### config.mk
export PLATFORM = sky130hd
export DESIGN_NAME = payment_verify_arbiter
export DESIGN_NICKNAME = d
export VERILOG_FILES = /design/src/rtl/payment_pkg.sv /design/src/rtl/rr_arbiter4.sv /design/src/rtl/payment_verify_arbiter.sv
export SDC_FILE = /design/constraint.sdc
export NUM_CORES = 1
export LEC_CHECK = 0
export CORE_MARGIN = 4
export CORE_UTILIZATION = 43
export DETAILED_ROUTE_END_ITERATION = 7
export PLACE_DENSITY = 0.84
export SYNTH_ARGS = -nofsm -noshare
export SYNTH_HDL_FRONTEND = slang
export SYNTH_SLANG_ARGS = --single-unit
### constraint.sdc
create_clock -name clk -period 2.7 [get_ports clk]
set_input_delay 0.54 -clock clk [delete_from_list [all_inputs] [get_ports clk]]
set_output_delay 0.54 -clock clk [all_outputs]
set_load 0.01 [all_outputs]
### src/rtl/payment_pkg.sv
// Shared definitions for the payment verification arbiter: FSM encoding,
// requester indices, default verifier timeout and a one-hot decode helper.
package payment_pkg;

  typedef enum logic [1:0] {
    IDLE  = 2'd0,
    ISSUE = 2'd1,
    WAIT  = 2'd2,
    RESP  = 2'd3
  } state_t;

  localparam int NUM_REQ         = 4;
  localparam int CHEQUE          = 0;
  localparam int DD              = 1;
  localparam int CARD            = 2;
  localparam int CURRENCY        = 3;
  localparam int DEFAULT_TIMEOUT = 16;

  // Index of the set bit in a one-hot vector (0 when no bit is set).
  function automatic logic [1:0] onehot_to_idx(input logic [3:0] oh);
    logic [1:0] idx;
    idx = 2'd0;
    for (int k = 0; k < NUM_REQ; k++) begin
      if (oh[k]) idx = 2'(k);
    end
    return idx;
  endfunction

endpackage

### src/rtl/rr_arbiter4.sv
// Four-way round-robin selector. The search starts at the bit after the
// previous winner; the pointer only moves when the caller commits a grant.
module rr_arbiter4 (
  input  logic       clk,
  input  logic       reset,
  input  logic [3:0] req,
  input  logic       update,
  output logic [3:0] grant
);
  import payment_pkg::*;

  logic [1:0] r_ptr;
  logic [1:0] w_idx;
  logic       w_found;

  // Pick the first requester at or after the pointer, wrapping modulo 4.
  always_comb begin
    grant   = 4'b0000;
    w_found = 1'b0;
    w_idx   = 2'd0;
    for (int k = 0; k < NUM_REQ; k++) begin
      w_idx = r_ptr + 2'(k);
      if (!w_found && req[w_idx]) begin
        grant[w_idx] = 1'b1;
        w_found      = 1'b1;
      end
    end
  end

  // Advance the pointer past the committed winner.
  always_ff @(posedge clk) begin
    if (!reset) begin
      r_ptr <= 2'd0;
    end else if (update && (|grant)) begin
      r_ptr <= onehot_to_idx(grant) + 2'd1;
    end
  end

endmodule

### src/rtl/payment_verify_arbiter.sv
// Arbitrates four payment instruments onto one shared verifier and keeps
// the outstanding bill balance. Accepted instruments reduce the balance,
// saturating at zero; a silent verifier times out and releases the slot.
module payment_verify_arbiter #(
  parameter int TIMEOUT = payment_pkg::DEFAULT_TIMEOUT
) (
  input  logic        clk,
  input  logic        reset,
  input  logic        bill_load,
  input  logic [7:0]  bill_value,
  input  logic [3:0]  req,
  input  logic [31:0] req_amount,
  output logic        v_req,
  output logic [1:0]  v_src,
  output logic [7:0]  v_amount,
  input  logic        v_ack,
  input  logic        v_ok,
  output logic [3:0]  grant,
  output logic [3:0]  done,
  output logic        accepted,
  output logic [7:0]  remaining_amount,
  output logic        payment_complete,
  output logic        line_disconnected
);
  import payment_pkg::*;

  localparam int CW = $clog2(TIMEOUT + 1);

  state_t        r_state;
  logic [1:0]    r_winner;
  logic [CW-1:0] r_cnt;
  logic          r_ok;
  logic          r_v_req;
  logic [1:0]    r_v_src;
  logic [7:0]    r_v_amount;
  logic [3:0]    r_grant;
  logic [3:0]    r_done;
  logic          r_accepted;
  logic [7:0]    r_rem;
  logic          r_loaded;
  logic          r_line_disc;

  logic [3:0]    w_rr_grant;
  logic          w_rr_update;
  logic [CW-1:0] w_cnt_inc;
  logic [7:0]    w_rem_sub;
  logic [7:0]    w_amt [NUM_REQ];

  // Split the packed amount bus into one byte per requester.
  generate
    for (genvar gi = 0; gi < NUM_REQ; gi++) begin : g_amt
      assign w_amt[gi] = req_amount[8*gi+7 -: 8];
    end
  endgenerate

  // A pending load takes priority, so arbitration waits a cycle behind it.
  assign w_rr_update = (r_state == IDLE) && !bill_load && (|req) && (r_rem != 8'd0);
  assign w_cnt_inc   = r_cnt + CW'(1);
  assign w_rem_sub   = (r_rem > r_v_amount) ? (r_rem - r_v_amount) : 8'd0;

  rr_arbiter4 u_rr (
    .clk    (clk),
    .reset  (reset),
    .req    (req),
    .update (w_rr_update),
    .grant  (w_rr_grant)
  );

  // Transaction FSM with registered outputs; done/accepted/line pulses self-clear.
  always_ff @(posedge clk) begin
    if (!reset) begin
      r_state     <= IDLE;
      r_winner    <= 2'd0;
      r_cnt       <= '0;
      r_ok        <= 1'b0;
      r_v_req     <= 1'b0;
      r_v_src     <= 2'd0;
      r_v_amount  <= 8'd0;
      r_grant     <= 4'b0000;
      r_done      <= 4'b0000;
      r_accepted  <= 1'b0;
      r_rem       <= 8'd0;
      r_loaded    <= 1'b0;
      r_line_disc <= 1'b0;
    end else begin
      r_done      <= 4'b0000;
      r_accepted  <= 1'b0;
      r_line_disc <= 1'b0;
      case (r_state)
        IDLE: begin
          if (bill_load) begin
            r_rem    <= bill_value;
            r_loaded <= 1'b1;
          end else if (w_rr_update) begin
            r_winner <= onehot_to_idx(w_rr_grant);
            r_state  <= ISSUE;
          end
        end
        ISSUE: begin
          r_grant    <= 4'b0001 << r_winner;
          r_v_src    <= r_winner;
          r_v_amount <= w_amt[r_winner];
          r_v_req    <= 1'b1;
          r_cnt      <= '0;
          r_state    <= WAIT;
        end
        WAIT: begin
          if (v_ack) begin
            r_ok    <= v_ok;
            r_v_req <= 1'b0;
            r_state <= RESP;
          end else if (w_cnt_inc == CW'(TIMEOUT)) begin
            r_cnt       <= '0;
            r_line_disc <= 1'b1;
            r_done      <= r_grant;
            r_grant     <= 4'b0000;
            r_v_req     <= 1'b0;
            r_state     <= IDLE;
          end else begin
            r_cnt <= w_cnt_inc;
          end
        end
        RESP: begin
          r_done     <= r_grant;
          r_accepted <= r_ok;
          if (r_ok) r_rem <= w_rem_sub;
          r_grant    <= 4'b0000;
          r_state    <= IDLE;
        end
        default: r_state <= IDLE;
      endcase
    end
  end

  assign v_req             = r_v_req;
  assign v_src             = r_v_src;
  assign v_amount          = r_v_amount;
  assign grant             = r_grant;
  assign done              = r_done;
  assign accepted          = r_accepted;
  assign remaining_amount  = r_rem;
  assign payment_complete  = r_loaded && (r_rem == 8'd0);
  assign line_disconnected = r_line_disc;

endmodule

==> results of run 1 <==
-- sequential cells by signal (all words and copies together) (netlist names), 2 cells and up --
signal and cells:
remaining_amount 8, v_amount 8, r_cnt 5, done 4, grant 4, r_state 2, r_winner 2, u_rr.r_ptr 2
v_src 2
-- per-layer routing --
metal	vias to the layer above	GRT usage [%]
met5	-	0
met4	0	7.48
met3	16	4.71
met2	133	32.8
met1	1245	24.7
li1	1274	-
-- cells in the mapped netlist (2+ instances only) --
master / n
nor4b_1: 2
a22oi_1: 12
o211ai_1: 2
or3_1: 3
o21ai_0: 16
nand3_1: 4
xnor2_1: 4
nor4_1: 7
mux2i_1: 4
a22o_1: 2
nand4_1: 4
ha_1: 15
nor2b_1: 3
nand3b_1: 2
clkbuf_1: 14
nor3_1: 4
dfxtp_1: 42
mux4_2: 10
nor2_1: 22
a21oi_1: 40
nand2_1: 39
inv_1: 23
a31oi_1: 3
xor2_1: 2
and2_1: 9
-- how the worst max path moves through the flow --
stage                    endpoint           from  cells after the start
floorplan           u_rr.r_ptr[0]  u_rr.r_ptr[0]                      9
global placement      r_winner[0]         req[2]                      7
detailed placement    r_winner[0]         req[2]                      7
CTS                 u_rr.r_ptr[0]  u_rr.r_ptr[0]                      8
global route        u_rr.r_ptr[1]  u_rr.r_ptr[0]                      8
finish                r_winner[0]  u_rr.r_ptr[0]                      8
-- worst max-delay path, delay by kind of cell, from the launching register on --
family | cells | cell delay [ns]
muxes | 1 | 0.72
AOI/OAI and AO/OA | 3 | 0.68
adders and majority gates | 1 | 0.35
DFF | 1 | 0.33
and+or+nand+nor | 2 | 0.22
buffers and inverters | 1 | 0.08
-- final cells by class --
cell class | instances | share of cell area, %
Sequential cell | 42 | 23.3
Timing Repair Buffer | 86 | 23.3
Clock inverter | 3 | 1.90
Inverter | 23 | 2.39
Clock buffer | 5 | 1.90
Multi-Input combinational cell | 230 | 44.7
Tap cell | 75 | 2.60
-- logic make-up (layout without fill, tap and decap cells) --
family / Yosys count / in the layout
AND/OR/NAND/NOR: 103 / 103
buffers and inverters: 39 / 117
AO/OA/AOI/OAI: 89 / 89
flip-flops: 42 / 42
adder cells (fa/ha/maj): 16 / 16
multiplexers: 16 / 16
XOR/XNOR: 6 / 6
-- through the flow --
step | cell area [um^2] | total power [mW] | worst slack, ns
6_report | 3610 | 2.48 | 0.231
5_1_grt | 3610 | 2.65 | 0.0237
4_1_cts | 3610 | 2.48 | 0.244
3_5_place_dp | 3480 | 1.89 | 0.00276
3_3_place_gp | 3480 | 1.85 | 0.0446
2_1_floorplan | 2610 | 1.55 | 0.165
-- power by group through the flow --
stage | Clock (mW) | Combinational (mW) | Sequential, mW
2_1_floorplan | 0 | 0.786 | 0.765
3_3_place_gp | 0 | 1.06 | 0.792
3_5_place_dp | 0 | 1.09 | 0.793
4_1_cts | 0.601 | 1.10 | 0.778
5_1_grt | 0.634 | 1.22 | 0.792
6_report | 0.592 | 1.11 | 0.779
==> out/qor.yml, run 1 <==
outcome:
  status: "completed"
power:
  powerDensity_nw_per_um2: 687
  ir_worst_vdd_mv: 0.484
  power.switching_mw: 0.869
  power_frac_clock_pct: 23.8
  internal_power_mw: 1.61
  pwr-share-comb_pct: 44.8
  p_seq_share_pct: 31.4
  switching_share_pct: 35.0
  power.leakage_nw: 1.34
finish:
  regArea_um2: 841
  fin_util_pct: 61.0
  final_cells: 464
  mostFrequentLayoutCells: "78 x clkdlybuf4s50_1, 42 x dfxtp_1, 40 x a21oi_1"
  areaGrowthSynthToFinish_pct: 38.5
  insertedDiodeCount: 0
  multiInputGateArea_um2: 1610
  final_common_cell: "clkdlybuf4s50_1"
  fin_nets: 453
  drive_above_1_share_pct: 8.74
  fill_cells: 510
place:
  io_buffers: 78
  place_hpwl_mm: 5.59
  gp_congestion: 0.885
  place_inst: 456
clock_network:
  cts.sinks: 42
  cts_tree: "done"
  clock_path_buffers: 2
  numCtsBuffers: 5
  cts_root_buffer: "clkbuf_8"
  path_clk_slew_ns: 0.08
  hold_buffers: 0
  worst_skew_pair.late_latency_ns: 0.29
  cts_setup_buffers: 0
  cts_resized: 0
  htree_levels: 2
logic_synthesis:
  synthArstFlopShare_pct: 0
  syn-num-nets: 376
  ys_top_cells_by_area: "dfxtp_1 32%, mux4_2 8.6%, a21oi_1 7.7%"
  synth-simple-area-share_pct: 19.0
  synth-seq-cells: 42
  seq_area_frac_synth_pct: 32.2
  ys.flop_type: "dfxtp_1"
  synth_edf_count: 0
  synthMuxAreaShare_pct: 11.7
  synth_area_um2: 2610
  synth_top_area_share_pct: 32.2
  yosysUniqueCellTypes: 48
  synth_top_family_by_area: "compound AO/OA/AOI/OAI gates"
  synth-compound-area-share_pct: 21.2
  yosysWarningCount: 0
  syn_inst: 311
  avgSynthCellArea_um2: 8.39
  synth_xor_area_share_pct: 2.01
  synth_adder_area_share_pct: 7.96
  synth_top_area_cell: "dfxtp_1"
setup_path:
  crit_chain: "inv_1, ha_1, mux4_4, a221o_1, a22oi_1, nand2_1, a21oi_1, nor2_1"
  cp_slowest_stage_delay_ns: 0.72
  r2r_start: "u_rr.r_ptr[0]"
  crit_type: "flip-flop to flip-flop"
  r2r-end: "r_winner[0]"
  slowest_stage: "mux4_4"
  start_kind: "flip-flop"
  arrival_ns: 2.65
  r2r_slack_ns: 0.23
  required_ns: 2.88
  reg2regPathDepth: 8
  endpoint_kind: "flip-flop"
  worst-path-max-fanout: 8
sta:
  fin_crit_sh_pct: 91.4
  min_period_ns: 2.47
  timing.hold.ws_ns: 0.463
  rsz0062_at_grt: "false"
  max_slew_margin_pct: 54.8
  finalClockSkew_ns: 0.0104
  tns_ns: 0
  setup_viol_count_final: 0
  timing.fmax_ghz: 0.405
  maxSlewViolCount: 0
  tightest_slew_ns: 0.677
  finalHoldViolations: 0
die:
  die_h_um: 85.9
  dieWidth_um: 85.9
  die-area_um2: 7380
  initial_core_util_pct: 44.1
  ios: 79
  rows: 28
  core_area_um2: 5920
grt:
  grt_pass1_wl_mm: 11.7
  grt_max_degree: 19
  antenna_found_initial: 0
  grt-ovfl-total: 0
  grt_usage_pct: 19.7
  grt_pass1_vias: 2517
worst_hold_path:
  whs_path_depth: 2
  min_from: "v_src[0]"
  hold_end: "v_src[0]"
  worst_hold_path_type: "flip-flop to flip-flop"
flow_run:
  maxCapViolCount: 0
detailed_routing:
  wl_per_cell_um: 15.8
  drt_iter0_drc: 104
  detail_route.vias_per_cell: 5.75
  routed_wl_mm: 7.35
  wirelength_met1_mm: 3.12
  wl_met2_mm: 3.51
  drc_errors: 0
  dr.pass1.iters: 5
  dr_wl_met3_um: 561
  ant_nets: 0
  vias: 2668
  top_layer: "met4"
Note: power is estimated with default switching activity, not from simulation.
==> run 2, diff against run 1 <==
Settings changed: CTS_CLUSTER_DIAMETER set to 80, MAX_ROUTING_LAYER set to met4.
==> out/qor.yml, run 2 (same netlist as run 1, synthesis figures left out) <==
setup_path:
  required_ns: 2.90  # +0.02 ns
  r2r_start: "u_rr.r_ptr[0]"
  worst-path-max-fanout: 8  # unchanged
  start_kind: "flip-flop"
  arrival_ns: 2.72  # +0.07 ns
  reg2regPathDepth: 7  # -1
  r2r-end: "u_rr.r_ptr[0]"
  r2r_slack_ns: 0.19  # -0.05 ns
  crit_start: "u_rr.r_ptr[0]"
  crit_type: "flip-flop to flip-flop"
  endpoint_kind: "flip-flop"
worst_hold_path:
  hold_end: "r_loaded"
  min_from: "r_loaded"
  whs_path_depth: 2  # unchanged
  worst_hold_path_type: "flip-flop to flip-flop"
sta:
  finalClockSkew_ns: 0.0153  # +0.00484 ns
  setup_viol_count_final: 0  # unchanged
  rsz0062_at_grt: "false"
  max_slew_margin_pct: 55.5  # +0.72 points
  tightest_slew_ns: 0.666  # -0.0108 ns
  maxSlewViolCount: 0  # unchanged
  timing.hold.ws_ns: 0.462  # -0.000875 ns
  fin_crit_sh_pct: 93.1  # +1.7 points
  min_period_ns: 2.51  # +0.0453 ns
  timing.fmax_ghz: 0.398  # -1.8%
  tns_ns: 0  # unchanged
  setup_slack_ns: 0.186  # -0.0453 ns
  finalHoldViolations: 0  # unchanged
grt:
  grt_usage_pct: 20.7  # +0.93 points
  grt_pass1_wl_mm: 12.0  # +2.0%
  grt-ovfl-total: 0  # unchanged
  grt_max_degree: 19  # unchanged
  antenna_found_initial: 0  # unchanged
  grt_pass1_vias: 2489  # -1.1%
finish:
  fill_cells: 522  # +2.4%
  final_common_cell: "clkdlybuf4s50_1"
  finalInstanceArea_um2: 3570  # -1.3%
  areaGrowthSynthToFinish_pct: 36.7
  drive_above_1_share_pct: 8.74  # unchanged
  mostFrequentLayoutCells: "78 x clkdlybuf4s50_1, 42 x dfxtp_1, 40 x a21oi_1"
  insertedDiodeCount: 0  # unchanged
  fin_nets: 453  # unchanged
detailed_routing:
  drt_iter0_drc: 141  # +36%
  drc_errors: 0  # unchanged
  routed_wl_mm: 7.36  # +0.19%
  detail_route.vias_per_cell: 5.55  # -3.4%
  vias: 2576  # -3.4%
  wl_per_cell_um: 15.9  # +0.19%
  dr.pass1.iters: 5  # unchanged
  ant_nets: 0  # unchanged
clock_network:
  cts_tree: "done"
  htree_levels: 2  # unchanged
  cts_resized: 0  # unchanged
  hold_buffers: 0  # unchanged
  clock_path_buffers: 2  # unchanged
  path_clk_slew_ns: 0.09  # about the same
  worst_skew_pair.late_latency_ns: 0.30  # about the same
  cts_root_buffer: "clkbuf_8"
  numCtsBuffers: 5  # unchanged
  cts_setup_buffers: 0  # unchanged
  cts.sinks: 42  # unchanged
place:
  gp_congestion: 0.896  # +1.3%
  place_area_um2: 3480  # unchanged
  place_hpwl_mm: 5.64  # +0.92%
  place_ws_ns: -0.0245  # -0.0273 ns
  io_buffers: 78  # unchanged
die:
  rows: 28  # unchanged
  ios: 79  # unchanged
  core_area_um2: 5920  # unchanged
  initial_core_util_pct: 44.1  # unchanged
  die_h_um: 85.9  # unchanged
  die-area_um2: 7380  # unchanged
  dieWidth_um: 85.9  # unchanged
power:
  switching_share_pct: 38.0  # +3.1 points
  p_seq_share_pct: 34.0  # +2.6 points
  internal_power_mw: 1.43  # -12%
  pwr-share-comb_pct: 48.1  # +3.3 points
  power_frac_clock_pct: 17.9  # -5.9 points
  ir_worst_vdd_mv: 0.476  # -1.7%
  power.switching_mw: 0.875  # +0.68%
  powerDensity_nw_per_um2: 645  # -6.2%
  power.leakage_nw: 1.31  # -1.8%
outcome:
  status: "completed"
flow_run:
  maxCapViolCount: 0  # unchanged
[run 2: worst max path at each step]
stage                          to  slack [ns]  cells after the start
floorplan           u_rr.r_ptr[0]        0.17                      9
global placement      r_winner[0]        0.05                      7
detailed placement  u_rr.r_ptr[0]       -0.02                      6
CTS                 u_rr.r_ptr[0]        0.22                      7
global route          r_winner[0]        0.05                      8
finish              u_rr.r_ptr[0]        0.19                      7
[run 2: cell type report]
class | instances | area, um^2 | area share, %
multi-input combinational | 230 | 1610 | 45.3
sequential | 42 | 841 | 23.6
timing repair buffer | 86 | 841 | 23.6
tap | 75 | 93.8 | 2.63
inverter | 23 | 86.3 | 2.42
clock buffer | 5 | 68.8 | 1.93
clock inverter | 3 | 21.3 | 0.596
[run 2: layer usage]
layer	wire length, um	up-vias	global-route usage [%]
met5	0	-	-
li1	-	1273	-
met3	428	17	3.75
met1	3250	1189	25.9
met2	3540	97	33.7
met4	142	0	6.62
[run 2: critical path, stage by stage, from the launching register on]
cell and delay, ns:
dfxtp_1 0.34, inv_1 0.08, ha_1 0.35, mux4_4 0.72, a221o_1 0.30, a22oi_1 0.25, nand2_1 0.16, a221oi_2 0.23
[run 2: power groups by stage]
stage                     registers [mW]  clock network (mW)  logic [mW]
after global placement             0.791                   0        1.06
after detailed placement           0.797                   0        1.09
after floorplan                    0.765                   0       0.786
after CTS                          0.782               0.417        1.10
after global routing               0.797               0.442        1.22
final                              0.782               0.411        1.11
[run 2: per-stage QoR]
stage	power [mW]	utilization, %	std cells
finish	2.30	60.2	464
global route	2.46	60.2	464
CTS	2.30	60.2	464
detailed placement	1.89	58.7	456
global placement	1.85	58.7	456
floorplan	1.55	-	311
==> run 3, diff against run 2 <==
Settings changed: CTS_CLUSTER_DIAMETER 80 to 30.
==> results of run 3 <==
The final DEF is identical to that of run 2; final timing and power are the same.
